===== src/rtl/reg_scoreboard.sv =====
// Register scoreboard: counts in-flight writes per architectural register, stalls
// decode on RAW hazards and forwards same-cycle writeback data to the ID stage.
module reg_scoreboard #(
  parameter int unsigned XLEN       = 64,
  parameter int unsigned REG_ADDR_W = 5,
  parameter int unsigned CNT_W      = 2
) (
  input  logic                        clk,
  input  logic                        rst_n,
  input  logic                        id_valid,
  input  logic                        id_rs1_used,
  input  logic [REG_ADDR_W-1:0]       id_rs1_addr,
  input  logic                        id_rs2_used,
  input  logic [REG_ADDR_W-1:0]       id_rs2_addr,
  input  logic                        id_rd_wen,
  input  logic [REG_ADDR_W-1:0]       id_rd_addr,
  output logic                        id_ready,
  output logic                        rs1_fwd_en,
  output logic [XLEN-1:0]             rs1_fwd_data,
  output logic                        rs2_fwd_en,
  output logic [XLEN-1:0]             rs2_fwd_data,
  input  logic                        wb_en,
  input  logic [REG_ADDR_W-1:0]       wb_addr,
  input  logic [XLEN-1:0]             wb_data,
  input  logic                        flush,
  output logic [REG_ADDR_W+CNT_W-1:0] inflight,
  output logic                        sb_err
);

  localparam int unsigned NREG     = 1 << REG_ADDR_W;
  localparam int unsigned MAX_PEND = (1 << CNT_W) - 1;
  localparam int unsigned IF_W     = REG_ADDR_W + CNT_W;

  // Entry 0 is never incremented, so x0 always reads as not pending.
  logic [NREG-1:0][CNT_W-1:0] pend_q, pend_d;
  logic [IF_W-1:0]            inflight_d;
  logic fwd1, fwd2, haz1, haz2, full, fire, err_set;

  // Forwarding is only legal when the writeback is the youngest outstanding write.
  always_comb begin
    fwd1 = id_rs1_used && wb_en && (wb_addr == id_rs1_addr) && (id_rs1_addr != '0)
           && (pend_q[id_rs1_addr] == CNT_W'(1));
    fwd2 = id_rs2_used && wb_en && (wb_addr == id_rs2_addr) && (id_rs2_addr != '0)
           && (pend_q[id_rs2_addr] == CNT_W'(1));
    haz1 = id_rs1_used && (id_rs1_addr != '0) && (pend_q[id_rs1_addr] != '0) && !fwd1;
    haz2 = id_rs2_used && (id_rs2_addr != '0) && (pend_q[id_rs2_addr] != '0) && !fwd2;
    full = id_rd_wen && (id_rd_addr != '0) && (pend_q[id_rd_addr] == CNT_W'(MAX_PEND));
    fire = id_valid && !flush && !haz1 && !haz2 && !full;
    err_set = wb_en && (wb_addr != '0) && (pend_q[wb_addr] == '0) && !flush;
  end

  assign id_ready     = !flush && !haz1 && !haz2 && !full;
  assign rs1_fwd_en   = fwd1;
  assign rs2_fwd_en   = fwd2;
  assign rs1_fwd_data = wb_data;
  assign rs2_fwd_data = wb_data;

  // Next counter values; a matching issue and retire in one cycle cancel out.
  always_comb begin
    pend_d     = pend_q;
    inflight_d = '0;
    for (int unsigned i = 1; i < NREG; i++) begin
      if (flush) begin
        pend_d[i] = '0;
      end else begin
        pend_d[i] = pend_q[i]
                  + CNT_W'(fire && id_rd_wen && (id_rd_addr == REG_ADDR_W'(i)))
                  - CNT_W'(wb_en && (wb_addr == REG_ADDR_W'(i)) && (pend_q[i] != '0));
      end
      inflight_d = inflight_d + IF_W'(pend_d[i]);
    end
  end

  always_ff @(posedge clk or negedge rst_n) begin
    if (!rst_n) begin
      pend_q   <= '0;
      inflight <= '0;
      sb_err   <= 1'b0;
    end else begin
      pend_q   <= pend_d;
      inflight <= inflight_d;
      if (err_set) sb_err <= 1'b1;
    end
  end

endmodule

===== config.mk =====
export PLATFORM = sky130hd
export DESIGN_NAME = reg_scoreboard
export DESIGN_NICKNAME = d
export VERILOG_FILES = /design/src/rtl/reg_scoreboard.sv
export SDC_FILE = /design/constraint.sdc
export NUM_CORES = 1
export LEC_CHECK = 0
export ABC_AREA = 1
export CORE_MARGIN = 8
export CORE_UTILIZATION = 55
export CTS_BUF_LIST = sky130_fd_sc_hd__clkbuf_4
export DETAILED_ROUTE_END_ITERATION = 12
export PLACE_DENSITY = 0.88
export SETUP_SLACK_MARGIN = 0.1
export SLEW_MARGIN = 20
export SYNTH_ARGS = -nofsm -noshare
export SYNTH_HDL_FRONTEND = slang
export SYNTH_SLANG_ARGS = --single-unit
export TNS_END_PERCENT = 20

===== constraint.sdc =====
create_clock -name clk -period 15 [get_ports clk]
set_input_delay 3 -clock clk [delete_from_list [all_inputs] [get_ports clk]]
set_output_delay 3 -clock clk [all_outputs]
set_load 0.005 [all_outputs]

**Word-level counts from Yosys, hierarchy flattened**

Cells that the tools add are included.

- Register bits: 70
- Logic and storage cells: 399

- $add $sub $neg: 92
- Order comparisons: 4
- Eq/ne operators: 67
- Multiplexer cells: 39
- Reductions and logical operators: 164

Operators by type and width:

| cell | count |
|---|---|
| $add A7 B2 Y7 | 25 |
| $eq A5 B5 Y1 const B | 32 |
| $logic_and A1 B1 Y1 | 120 |
| $eq A5 B4 Y1 const B | 16 |
| $mux W2 | 35 |
| $reduce_bool A2 Y1 | 33 |
| $add A2 B1 Y2 | 31 |
| $sub A2 B1 Y2 | 31 |
| $bmux W2 S5 | 4 |
| $eq A5 B3 Y1 const B | 8 |
| $lt A5 B6 Y1 const B | 4 |
| $eq A5 B2 Y1 const B | 4 |
| $reduce_bool A5 Y1 | 4 |
| $eq A5 B1 Y1 const B | 2 |
| $eq A5 B5 Y1 | 2 |
| $add A6 B2 Y7 | 1 |
| $add A5 B2 Y6 | 1 |
| $logic_not A1 Y1 | 6 |
| $add A4 B2 Y5 | 1 |
| $add A3 B2 Y4 | 1 |
| $eq A2 B1 Y1 const B | 2 |
| $add A2 B2 Y3 | 1 |
| $eq A2 B2 Y1 const B | 1 |
| $logic_not A2 Y1 | 1 |

**Longest topological paths before layout**

Gate-level depths: netlist (run 1).

- Word-level depth: 45
- Gate-level depth with buffers: 42
- Mapped depth without buffers: 40

**Least setup slack after synthesis (run 1)**

OpenSTA, ideal clock, no wires.

- Path kind: input to register
- From: in id_rs1_addr[0]
- To: reg inflight[5]
- Library setup time: 0.131 ns
- Data arrival time: 9.845 ns
- Path slack: 5.024 ns
- Stages on the path: 37
- Buffers on the path: 4
- Cell sequence: buf_4 inv_2 buf_6 buf_6 o211ai_1 nand3_1 nand3_1 nand3_1 nand2_1 nand2_1 nand2_2 nand2_4 nor2_8 buf_12 nand3_2 ha_1 inv_1 ha_1 nand2_1 nand2_1 nor2_1 inv_1 fa_1 inv_1 fa_1 fa_1 fa_1 fa_1 fa_1 inv_1 fa_1 inv_1 ha_1 fa_1 a21oi_1 o21ai_0 xor2_1

RTL lines:

| element | RTL line | source |
|---|---|---|
| from (decl) | 12 | `input logic [REG_ADDR_W-1:0] id_rs1_addr,` |
| to (signal assigned) | 81 | `inflight <= inflight_d;` |
| to (decl) | 26 | `output logic [REG_ADDR_W+CNT_W-1:0] inflight,` |

==> summary.txt, run 1 <==
Run status
  – Status: complete, no violations

Timing
  – Worst Skew: 0.02359 ns
  – Final Cycle Share: 76.65%
  – Max-Slew Margin vs Limit: 37.48%
  – Fmax: 0.08697 GHz
  – Least-Margin Pin Slew: 0.9344 ns
  – Hold Fails Final Rpt: 0
  – Unrepaired setup endpoints after global routing: no
  – Final max-slew violation count: 0
  – Setup TNS: 0 ns
  – Finish-stage setup viols: 0
  – Final min period: 11.50 ns

Global routing
  – Largest net degree at the start of global routing: 71
  – First-pass GRT wire length: 44.44 mm
  – Initial antenna violation count: 1
  – Total GRT Usage: 25.69%
  – Vias in the first global route: 8291
  – Grt ovf: 0

Worst setup path
  – Crit end category: flop
  – Reg2Reg Capture Point: inflight[5]
  – CP bufs+invs: 7
  – Slowest CP cell: clkdlybuf4s50_1
  – Crit path arrival time: 11.82 ns
  – RR Startpoint: pend_q[13]
  – Critical Path RT: 15.32 ns
  – CP startpoint kind: primary input
  – Type of the worst setup path: primary input to flop
  – FF-to-FF setup slack: 6.90 ns
  – Worst reg2reg path depth: 34
  – Largest delay contributor family on the critical path: adder cells
  – CP Max Fanout: 32
  – Logic depth of the worst path, buffers included: 35
  – CP peak stage delay: 0.68 ns
  – CP most frequent cell: fa_1

Floorplan
  – # IOs: 231
  – Die Width: 149.0 µm
  – Chip height: 149.0 µm
  – DIE AREA: 22200 µm²
  – Total core area: 17300 µm²
  – Initial core utilization: 56.24%
  – Row cnt: 48

Finish
  – Synth-to-Final Area Change: -4.116%
  – Non-Filler Instances: 1483
  – Nets@finish: 1474
  – Fillers: 1628
  – Fraction of layout cells with a size suffix above 1: 4.932%

Logic synthesis
  – Post-synth EDFFs: 0
  – Mapped Cells: 1376
  – Top FF cell, synth: dfrtp_1
  – Post-synthesis area per instance: 7.070 µm²
  – Asr flop ratio synth: 100.0%
  – FF+latch count, synth: 70
  – Netlist cell types: 40
  – Post-Syn Area: 9728 µm²
  – Ys Warns: 0
  – Syn_nets: 1597
  – Seq/Total Area, Yosys: 18.01%

Clock network
  – Hold-fix buffers, CTS: 0
  – Inserted Clock Buffers: 9
  – Setup bufs post-CTS: 0
  – Clk sinks: 70
  – CTS root buffer: clkbuf_4
  – Clk_lat worst skew: 0.43 ns
  – Clock tree buffer depth: 2
  – Clock-pin slew on the worst setup and hold paths: 0.13 ns
  – CTS tree: yes
  – Max H-tree Level: 3
  – Post-cts sizing count: 0

Placed design
  – HPWL Detailed: 22.01 mm
  – Number of port buffers: 38
  – Placed cell count: 1467
  – Final RePlAce weighted congestion: 1.041

Drt
  – Drt wl/cell: 18.80 µm
  – Via count: 8389
  – Post-DRT Antenna Nets: 0
  – Vias per cell: 5.657
  – Final routed DRC violation total: 0
  – WL final: 27.88 mm
  – Iter 0 DRT Violations: 1015
  – First-pass DRT Iterations: 5

Power
  – PD cells: 44.10 nW/µm²
  – VDD IR max: 0.03466 mV
  – P_leak: 4.933 nW

Job
  – Maxcap violations: 0

Min path
  – Hold crit path type: flop to flop
  – Hold_sp: sb_err
  – Min-Delay Path Depth: 2
  – Hold Path End: sb_err
[worst max path at each step]
stage                         from           to  slack (ns)
finish               id_rd_addr[1]  inflight[5]        3.50
global route         id_rd_addr[1]  inflight[5]        2.99
CTS                  id_rd_addr[1]  inflight[5]        3.58
detailed placement   id_rd_addr[1]  inflight[5]        3.10
global placement     id_rd_addr[1]  inflight[5]        3.22
floorplan           id_rs1_addr[0]  inflight[5]        5.02
[layer usage]
layer / GRT usage [%] / wire length, µm / vias up
met5: 0 / 0 / -
met3: 5.340 / 3253 / 78
met1: 32.65 / 10690 / 3930
li1: - / - / 3896
met4: 11.16 / 995 / 0
met2: 41.52 / 12940 / 485
[state kept, by name, indices dropped and copies added (netlist names)]
register  count
pend_q       62
sb_err        1
inflight      7
[worst register-to-register path: cells and delay by family (launching register included)]
family	cells	cell delay, ns
simple gates	14	1.86
fa+ha+maj	11	4.85
xor+xnor	1	0.15
buf+inv	6	0.44
compound gates	2	0.24
flops	1	0.47
[cell usage after synthesis (2+ instances only)]
cell type  count  area (µm²)
xnor2_1       31       271.5
buf_6          2       22.52
nor3b_1        6       45.04
xor2_1        22       192.7
buf_4        136        1021
buf_2         16       80.08
a22oi_1        3       22.52
o221ai_1       4       35.03
nand4_1        6       37.54
dfrtp_1       70        1752
inv_2          2       7.510
ha_1          72       900.9
nand3_2       29       290.3
o211ai_2       4       50.05
nand2_1      299        1122
buf_12         3       60.06
clkbuf_1      16       60.06
nor2_1       119       446.7
o211ai_1       6       45.04
o22ai_1       12       75.07
inv_1        233       874.6
fa_1          57        1141
buf_1          5       18.77
nor3_1        58       290.3
o21ai_1        2       10.01
a21oi_1       18       90.09
nand3_1       93       465.5
o21ai_0       39       195.2
o31ai_1        2       15.01
[cell usage in the layout (no fill, tap or decap), types with 2 or more instances in the layout]
cell type / count
a22oi_1: 3
buf_4: 7
ha_1: 72
clkdlybuf4s50_1: 37
o221ai_1: 4
clkinv_2: 2
nand3_1: 93
nand3_2: 29
nor3b_1: 6
dfrtp_1: 70
xor2_1: 22
bufinv_16: 2
o21ai_1: 2
xnor2_1: 31
nand2_1: 299
inv_1: 233
o211ai_2: 4
nand4_1: 6
o21ai_0: 39
a21oi_1: 18
nor3_1: 58
o31ai_1: 2
o211ai_1: 6
fa_1: 57
o22ai_1: 12
nor2_1: 119
inv_2: 2
clkinv_4: 2
clkbuf_4: 9
[stage by stage]
step | power (mW) | cell area (µm²) | hold WS, ns | utilization [%] | worst slack [ns]
6_report | 0.4114 | 9328 | 0.4972 | 53.93 | 3.502
5_1_grt | 0.4280 | 9328 | 0.5234 | 53.93 | 2.987
4_1_cts | 0.4115 | 9325 | 0.4973 | 53.91 | 3.580
3_5_place_dp | 0.2736 | 9170 | 0.4678 | 53.02 | 3.099
3_3_place_gp | 0.2731 | 9170 | 0.4527 | 53.02 | 3.218
2_1_floorplan | 0.2769 | 9728 | 0.4570 | - | 5.024
[power by group]
| part | total, mW | leakage [nW] | internal, mW | switching (mW) |
|---|---|---|---|---|
| Sequential | 0.190 | 0.973 | 0.189 | 0.000456 |
| Combinational | 0.0822 | 3.87 | 0.0228 | 0.0594 |
| Clock | 0.140 | 0.0857 | 0.0667 | 0.0729 |
[cell families (layout without fill, tap and decap cells)]
kind of cell,count (synthesis),in the layout,synth area share (%)
simple gates,614,614,28.21
fa+ha+maj,129,129,20.99
compound gates,94,94,5.826
xor+xnor,53,53,4.772
flops,70,70,18.01
buf+inv,416,297,22.20
other cells,0,1,0
[layout make-up]
cell class	instances	area (µm²)	share of cell area, %
antenna	1	2.502	0.02683
clock buffer	9	67.56	0.7243
clock inverter	6	87.58	0.9390
inverter	237	892.1	9.564
multi-input combinational	890	5817	62.36
sequential	70	1752	18.78
tap	225	281.5	3.018
timing repair buffer	45	427.9	4.588
Power figures use the tool's default switching activity.
==> run 2, diff against run 1 <==
--- a/config.mk
+++ b/config.mk
@@ -7,10 +7,10 @@
 export LEC_CHECK = 0
 export ABC_AREA = 1
 export CORE_MARGIN = 8
-export CORE_UTILIZATION = 55
+export CORE_UTILIZATION = 48
 export CTS_BUF_LIST = sky130_fd_sc_hd__clkbuf_4
 export DETAILED_ROUTE_END_ITERATION = 12
-export PLACE_DENSITY = 0.88
+export PLACE_DENSITY = 0.82
 export SETUP_SLACK_MARGIN = 0.1
 export SLEW_MARGIN = 20
 export SYNTH_ARGS = -nofsm -noshare
==> constraint.sdc (replaced) <==
create_clock -name clk -period 9.9 [get_ports clk]
set_input_delay 1.98 -clock clk [delete_from_list [all_inputs] [get_ports clk]]
set_output_delay 1.98 -clock clk [all_outputs]
set_load 0.005 [all_outputs]
==> run 2 against run 1 <==
  * Critical path type unchanged
  * Via count up 1.5%
  * Global-route usage down 1.7 points
  * Combinational power rose by 80%
  * Utilization is 4.6 points lower
  * Largest cell class unchanged
  * Die area increased by 13%
  * Critical path depth increased by 2
  * Cell count rose by 6.3%
  * Sequential cell count stayed put
==> summary.txt, run 2 (synthesis results as in run 1) <==
Run status
  – Status: complete, no violations

Finish
  – Top reg by flops: pend_q
  – Largest regs: pend_q x62, inflight x7, sb_err x1
  – Max reg flops: 62
  – Synth-to-Final Area Change: 1.543%
  – Commonest non-fill, non-tap cell in the layout: nand2_1
  – Nets@finish: 1521
  – Most frequent cells in the layout: 298 x nand2_1, 233 x inv_1, 117 x nor2_1
  – Fraction of layout cells with a size suffix above 1: 8.659%
  – Fillers: 1990

Floorplan
  – # IOs: 231
  – DIE AREA: 25080 µm²
  – Row cnt: 52
  – Die Width: 158.4 µm
  – Initial core utilization: 48.55%
  – Total core area: 20040 µm²
  – Chip height: 158.4 µm

Clock network
  – CTS root buffer: clkbuf_4
  – CTS tree: yes
  – Clk_lat worst skew: 0.46 ns
  – Clk sinks: 70
  – Clock-pin slew on the worst setup and hold paths: 0.13 ns
  – Max H-tree Level: 3
  – Inserted Clock Buffers: 9
  – Clock tree buffer depth: 2

Worst setup path
  – CP bufs+invs: 9
  – Type of the worst setup path: primary input to flop
  – Crit path arrival time: 9.74 ns
  – Largest delay contributor family on the critical path: adder cells
  – Critical Path RT: 10.25 ns
  – CP most frequent cell: fa_1
  – Crit end category: flop
  – CP startpoint kind: primary input
  – CP Max Fanout: 18
  – Slowest CP cell: fa_1
  – CP peak stage delay: 0.55 ns

Drt
  – Drt wl/cell: 18.50 µm
  – Via count: 8511
  – Post-DRT Antenna Nets: 0
  – First-pass DRT Iterations: 5
  – WL final: 29.16 mm
  – Vias per cell: 5.400
  – Final routed DRC violation total: 0
  – Iter 0 DRT Violations: 872

Global routing
  – Vias in the first global route: 8426
  – Total GRT Usage: 23.99%
  – Largest net degree at the start of global routing: 71
  – Initial antenna violation count: 1
  – First-pass GRT wire length: 45.91 mm
  – Grt ovf: 0

Timing
  – Max-Slew Margin vs Limit: 35.68%
  – Fmax: 0.1065 GHz
  – Final min period: 9.391 ns
  – Final max-slew violation count: 0
  – Worst Skew: 0.02071 ns
  – Finish-stage setup viols: 0
  – Unrepaired setup endpoints after global routing: no
  – Final setup margin: 0.5086 ns
  – Hold slack final: 0.4760 ns
  – Least-Margin Pin Slew: 0.9647 ns
  – Final Cycle Share: 94.86%
  – Hold Fails Final Rpt: 0

Min path
  – Hold crit path type: flop to flop

Power
  – P_leak: 5.241 nW
  – VDD IR max: 0.05109 mV
  – PD cells: 69.09 nW/µm²

Placed design
  – Number of port buffers: 38
  – Worst slack, placed: -0.1829 ns
  – Final RePlAce weighted congestion: 1.012
  – HPWL Detailed: 22.90 mm

Job
  – Maxcap violations: 0
[run 2: layout make-up]
| class | count | area [µm²] | area share [%] |
|---|---|---|---|
| multi-input combinational | 890 | 5824 | 58.96 |
| timing repair buffer | 92 | 884.6 | 8.955 |
| tap | 270 | 337.8 | 3.420 |
| clock inverter | 6 | 110.1 | 1.115 |
| sequential | 70 | 1752 | 17.73 |
| clock buffer | 10 | 75.07 | 0.7600 |
| antenna | 1 | 2.502 | 0.02533 |
| inverter | 237 | 892.1 | 9.031 |
[run 2: worst paths after layout]
kind / startpoint / cells past startpoint / slack (ns) / end
max: id_rs1_addr[1] / 37 / 0.51 / inflight[5]
min: sb_err / 2 / 0.48 / sb_err
max reg2reg: pend_q[37] / 35 / 2.18 / inflight[5]
min reg2reg: sb_err / 2 / 0.48 / sb_err
max in group asynchronous: rst_n / 1 / 7.62 / inflight[3]
min in group asynchronous: rst_n / 1 / 1.63 / pend_q[36]
[run 2: routing by layer]
metal	track usage, %	vias up	share of wire (%)
met1	30.49	3966	39
met2	37.12	448	45
li1	-	3995	-
met5	0	-	0
met4	13.11	0	5.1
met3	5.592	102	11
[run 2: worst min-delay path, stage by stage (launching register included)]
cell and delay (ns):
dfrtp_1 0.36, inv_1 0.04, nand2_1 0.05
[run 2: metrics by stage]
step	area [µm²]	instances	total power, mW	TNS [ns]	util, %
after floorplan	9728	1376	0.4196	0	-
after global placement	9622	1556	0.4330	-0.1492	48.01
after detailed placement	9622	1556	0.4339	-0.2391	48.01
after CTS	9807	1572	0.6825	0	48.94
after global routing	9878	1576	0.7079	0	49.29
final	9878	1576	0.6824	0	49.29
[run 2: report_power, final]
| group | internal [mW] | switching (mW) | leakage (nW) | total, mW |
|---|---|---|---|---|
| clock | 0.130 | 0.117 | 0.0926 | 0.247 |
| combinational | 0.0512 | 0.0968 | 4.18 | 0.148 |
| sequential | 0.287 | 0.000695 | 0.973 | 0.287 |
| total | 0.468 | 0.215 | 5.24 | 0.682 |
[run 2: timing repair]
| action | CTS | global route |
|---|---|---|
| hold buffers | 0 | 0 |
| endpoints found under the setup margin | 0 | 4 |
| setup buffers | 0 | 2 |
| gates resized for setup | 0 | 10 |
